### config.mk
export PLATFORM = sky130hd
export DESIGN_NAME = trigger_buffer_manager_n
export DESIGN_NICKNAME = d
export VERILOG_FILES = /design/src/rtl/trigger_buffer_manager_n.sv
export SDC_FILE = /design/constraint.sdc
export NUM_CORES = 1
export LEC_CHECK = 0
export BUFFER_PORTS_ARGS = -buffer_cell sky130_fd_sc_hd__buf_4
export CORE_UTILIZATION = 45
export DETAILED_ROUTE_END_ITERATION = 7
export HOLD_SLACK_MARGIN = 0.12
export PLACE_DENSITY = 0.7
export SLEW_MARGIN = 40
export SYNTH_ARGS = -nofsm -noshare
export SYNTH_HDL_FRONTEND = slang
export SYNTH_SLANG_ARGS = --single-unit
export TNS_END_PERCENT = 1
### constraint.sdc
create_clock -name clk250_i -period 4.55 [get_ports clk250_i]
set_input_delay 0.6825 -clock clk250_i [delete_from_list [all_inputs] [get_ports clk250_i]]
set_output_delay 0.6825 -clock clk250_i [all_outputs]
set_load 0.01 [all_outputs]
### src/rtl/trigger_buffer_manager_n.sv
// Round-robin trigger-to-analog-buffer manager: it arbitrates masked trigger
// sources into NUM_BUFFERS HOLD buffers and enforces a post-trigger holdoff.
module trigger_buffer_manager_n #(
  parameter int NUM_BUFFERS = 4,
  parameter int NUM_TRIG    = 4,
  parameter int BUF_BITS    = 2,
  parameter int HOLDOFF     = 16
) (
  input  logic                   clk250_i,
  input  logic                   rst_i,
  input  logic [NUM_TRIG-1:0]    trig_i,
  input  logic [NUM_TRIG-1:0]    trig_en_i,
  input  logic                   clear_i,
  input  logic [BUF_BITS-1:0]    clear_buffer_i,
  output logic                   digitize_o,
  output logic [BUF_BITS-1:0]    digitize_buffer_o,
  output logic [NUM_TRIG-1:0]    digitize_source_o,
  output logic [NUM_BUFFERS-1:0] buffer_status_o,
  output logic [NUM_BUFFERS-1:0] HOLD_o,
  output logic                   dead_o,
  output logic [BUF_BITS:0]      occupancy_o,
  output logic [15:0]            lost_count_o
);

  localparam int CNT_W = (HOLDOFF > 1) ? $clog2(HOLDOFF) : 1;
  localparam logic [BUF_BITS-1:0] LAST_BUF = BUF_BITS'(NUM_BUFFERS - 1);
  localparam logic [CNT_W-1:0]    CNT_LOAD = CNT_W'(HOLDOFF - 1);

  typedef enum logic {S_IDLE, S_HOLDOFF} state_e;

  state_e                 state_q, state_d;
  logic [CNT_W-1:0]       cnt_q, cnt_d;
  logic [BUF_BITS-1:0]    wr_ptr_q, wr_ptr_d;
  logic [NUM_BUFFERS-1:0] status_q, status_d;
  logic [15:0]            lost_q, lost_d;
  logic                   dig_q, dig_d;
  logic [BUF_BITS-1:0]    dig_buf_q, dig_buf_d;
  logic [NUM_TRIG-1:0]    dig_src_q, dig_src_d;
  logic [BUF_BITS:0]      occ_q, occ_d;

  logic [NUM_TRIG-1:0]    masked;
  logic                   req;
  logic                   dead;
  logic                   accept;

  assign masked = trig_i & trig_en_i;
  assign req    = |masked;
  // Strict round-robin: a held buffer at wr_ptr blocks even if others are free.
  assign dead   = (state_q == S_HOLDOFF) | status_q[wr_ptr_q];
  assign accept = req & ~dead;

  // NOTE: every variable gets its default first so no path leaves one
  // unassigned; otherwise synthesis infers a latch.
  always_comb begin
    state_d   = state_q;
    cnt_d     = cnt_q;
    wr_ptr_d  = wr_ptr_q;
    status_d  = status_q;
    lost_d    = lost_q;
    dig_d     = accept;
    dig_buf_d = dig_buf_q;
    dig_src_d = dig_src_q;
    occ_d     = '0;

    if (clear_i && (int'(clear_buffer_i) < NUM_BUFFERS)) begin
      status_d[clear_buffer_i] = 1'b0;
    end

    if (accept) begin
      status_d[wr_ptr_q] = 1'b1;
      dig_buf_d          = wr_ptr_q;
      dig_src_d          = masked;
      wr_ptr_d           = (wr_ptr_q == LAST_BUF) ? '0 : wr_ptr_q + BUF_BITS'(1);
      state_d            = S_HOLDOFF;
      cnt_d              = CNT_LOAD;
    end else if (state_q == S_HOLDOFF) begin
      if (cnt_q == '0) begin
        state_d = S_IDLE;
      end else begin
        cnt_d = cnt_q - CNT_W'(1);
      end
    end

    if (req && dead && (lost_q != 16'hFFFF)) begin
      lost_d = lost_q + 16'd1;
    end

    // Popcount of the pre-edge status, so occupancy trails status by a cycle.
    for (int i = 0; i < NUM_BUFFERS; i++) begin
      occ_d = occ_d + (BUF_BITS + 1)'(status_q[i]);
    end
  end

  // NOTE: sequential state uses non-blocking assignments so every register
  // samples pre-edge values regardless of statement order.
  always_ff @(posedge clk250_i or posedge rst_i) begin
    if (rst_i) begin
      state_q   <= S_IDLE;
      cnt_q     <= '0;
      wr_ptr_q  <= '0;
      status_q  <= '0;
      lost_q    <= '0;
      dig_q     <= 1'b0;
      dig_buf_q <= '0;
      dig_src_q <= '0;
      occ_q     <= '0;
    end else begin
      state_q   <= state_d;
      cnt_q     <= cnt_d;
      wr_ptr_q  <= wr_ptr_d;
      status_q  <= status_d;
      lost_q    <= lost_d;
      dig_q     <= dig_d;
      dig_buf_q <= dig_buf_d;
      dig_src_q <= dig_src_d;
      occ_q     <= occ_d;
    end
  end

  assign digitize_o        = dig_q;
  assign digitize_buffer_o = dig_buf_q;
  assign digitize_source_o = dig_src_q;
  assign buffer_status_o   = status_q;
  assign HOLD_o            = status_q;
  assign dead_o            = dead;
  assign occupancy_o       = occ_q;
  assign lost_count_o      = lost_q;

endmodule

==> impl_metrics.csv <==
group,metric,value,unit
status,status,"complete, no violations",
synth,netlist_area,1789,um2
routing,post-route-drc-count,0,
critical_path,reg2reg_depth,5,
finish,final_cell_mix,"48 x buf_4, 37 x dfrtp_1, 21 x nand2_1",
routing,vias,1427,
critical_path,critPathKind,"reg -> out",
routing,vias_per_cell,5.345,
synth,synth_top_cell_by_area,"dfrtp_1",
synth,ys_seq_area_share,51.75,%
global_route,grt_use_total,19.14,%
hold_path,hold_depth,2,
global_route,antenna_found_initial,0,
placement,place.port_buffers,47,
critical_path,start_kind,"register",
hold_path,holdCritPathClass,"reg -> reg",
sta,fin_skew,0.007255,ns
floorplan,rows,22,
power_and_ir_drop,p_leak,1.182,nW
finish,diodes,0,
clocking,cts_max_level,2,
critical_path,reg2reg_setup_slack,2.52,ns
clocking,clock_path_buffers,2,
clocking,cts_tree,"yes",
global_route,grt_pass1_wl,6.085,mm
floorplan,coreArea,3744,um2
power_and_ir_drop,p_total,1.304,mW
floorplan,fp.dieH,65.06,um
critical_path,crit_path_max_fanout,6,
clocking,clk_pin_slew,0.07,ns
synth,syn_inst,170,
floorplan,ios,48,
finish,drive_gt1_share,27.85,%
routing,wirelength,3.670,mm
synth,ys_types,35,
floorplan,dieWidth,65.06,um
synth,ys_top_cells_by_area,"dfrtp_1 52%, ha_1 5.6%, xor2_1 4.9%",
sta,worst_pin_slew,0.5918,ns
global_route,grt-ovfl-total,0,
synth,synth_seq_cells,37,
clocking,clk_latency,0.28,ns
clocking,postCtsSetupBuffers,0,
placement,place_hpwl,2.655,mm
global_route,grt_pass1_vias,1446,
synth,yosysTopAreaCellShare,51.75,%
sta,hold_violations,0,
sta,fmax,483.9,MHz
routing,first_pass_iters,5,
power_and_ir_drop,power_density,572.1,nW/um2
critical_path,critPathArrivalTime,1.38,ns
clocking,numCtsBuffers,5,
clocking,root_buffer,"clkbuf_8",
finish,finalNonFillerCells,267,
sta,setup_viol,0,
sta,min_period_over_period,45.42,%
routing,wl_per_cell,13.75,um
finish,mostFrequentLayoutCell,"buf_4",
sta,drv_slew,0,
clocking,cts_resized,0,
sta,fin_crit,2.067,ns
clocking,holdBufCountCts,0,
routing,final_antenna_net_count,0,
sta,relSlewSlack,60.21,%
synth,avgSynthCellArea,10.52,um2
routing,drt-initial-drc-count,81,
synth,syn_nets,192,
placement,dp_cells,259,
synth,ys_warn_count,0,
critical_path,setup.worst_path.end_class,"output pin",
global_route,grt_max_degree,38,
finish,fin_nets,240,
power_and_ir_drop,ir_drop,0.0002769,V
sta,setup-tns-final,0,ns
job,drv_cap,0,
clocking,clock_sinks,37,
floorplan,dieArea,4232,um2
placement,gp_congestion,0.8716,
floorplan,initial_core_util,47.79,%
critical_path,worstPathRequired,3.87,ns
sta,rsz0062_at_grt,"no",
finish,area_growth_syn_to_layout,27.34,%
[path summary, 6_finish.rpt]
kind,from,end
worst max register to register,lost_count_o[0]$_DFFE_PP0P_,lost_count_o[1]$_DFFE_PP0P_
worst min register to register,digitize_source_o[1]$_DFFE_PP0P_,digitize_source_o[1]$_DFFE_PP0P_
max in group asynchronous,rst_i,HOLD_o[2]$_DFF_PP0_
worst min-delay path,digitize_source_o[1]$_DFFE_PP0P_,digitize_source_o[1]$_DFFE_PP0P_
min in group asynchronous,rst_i,lost_count_o[12]$_DFFE_PP0P_
worst max-delay path,wr_ptr_q[0]$_DFFE_PP0P_,dead_o
[metrics by stage]
| stage | instance area (um2) | util [%] | setup WS (ns) | hold slack (ns) |
|---|---|---|---|---|
| 4_1_cts | 2278 | 60.86 | 2.472 | 0.5085 |
| 5_1_grt | 2278 | 60.86 | 2.411 | 0.5122 |
| 3_5_place_dp | 2162 | 57.75 | 2.449 | 0.4899 |
| 2_1_floorplan | 1789 | - | 2.630 | 0.4998 |
| 3_3_place_gp | 2162 | 57.75 | 2.465 | 0.4712 |
| 6_report | 2278 | 60.86 | 2.484 | 0.5003 |
[per-layer routing]
layer	part of all wire, %	track usage [%]
met1	41	21.41
met2	52	33.59
met3	5.1	3.873
met4	2.6	10.87
met5	0	0
[kinds of logic (layout without fill, tap and decap cells)]
family | after synthesis | count (layout) | share of synthesized area [%]
and+or+nand+nor | 64 | 64 | 18.25
AOI/OAI and AO/OA | 20 | 20 | 7.763
adders and majority gates | 9 | 9 | 6.714
xor gates and xnor gates | 15 | 15 | 7.342
buffers and inverters | 21 | 70 | 5.595
DFF | 37 | 37 | 51.75
muxes | 4 | 4 | 2.587
[power by group]
part           switching, mW  internal (mW)  total, mW  leakage [nW]
Clock                  0.111          0.179      0.290        0.0585
Combinational          0.242          0.233      0.475         0.650
Sequential             0.104          0.434      0.538         0.474
[worst max-delay path, cell delays in order, from the launching register on]
cell     delay, ns
dfrtp_1       0.47
mux2i_1       0.19
a22oi_4       0.28
buf_4         0.17
[synthesized netlist by cell type]
cell,count
and2_1,1
nor3b_1,1
and4_1,1
ha_1,8
nand2b_1,1
inv_2,1
nand3_1,11
a22o_1,3
buf_2,2
xor2_1,10
mux2_4,1
o211ai_1,2
or4_4,1
o21ai_0,10
nand4_2,1
nor2b_1,1
fa_1,1
nor3_1,5
nand2_1,21
or3_1,1
nand4_1,4
mux2i_1,2
a31oi_1,3
nand3b_1,2
nand3_2,1
and3_1,2
dfrtp_1,37
a22oi_4,1
o31ai_1,1
xnor2_1,5
buf_4,5
mux2_1,1
nor4_1,1
nor2_1,9
inv_1,13
[cell type report]
type / instances / area (um2)
fillers: 335 / 1465
inverters: 14 / 52.55
clock buffers: 7 / 86.33
multi-input cells: 112 / 763.2
clock inverters: 1 / 30.03
repair buffers: 48 / 360.3
well taps: 48 / 60.06
flip-flops and latches: 37 / 925.9
[sequential cells by signal, indices dropped and copies added (netlist names)]
name and cells:
digitize_source_o 4, wr_ptr_q 2, cnt_q 4, HOLD_o 4, lost_count_o 16, state_q 1, occupancy_o 3, digitize_buffer_o 2
digitize_o 1
No activity file was read; power rests on OpenSTA's default activity.
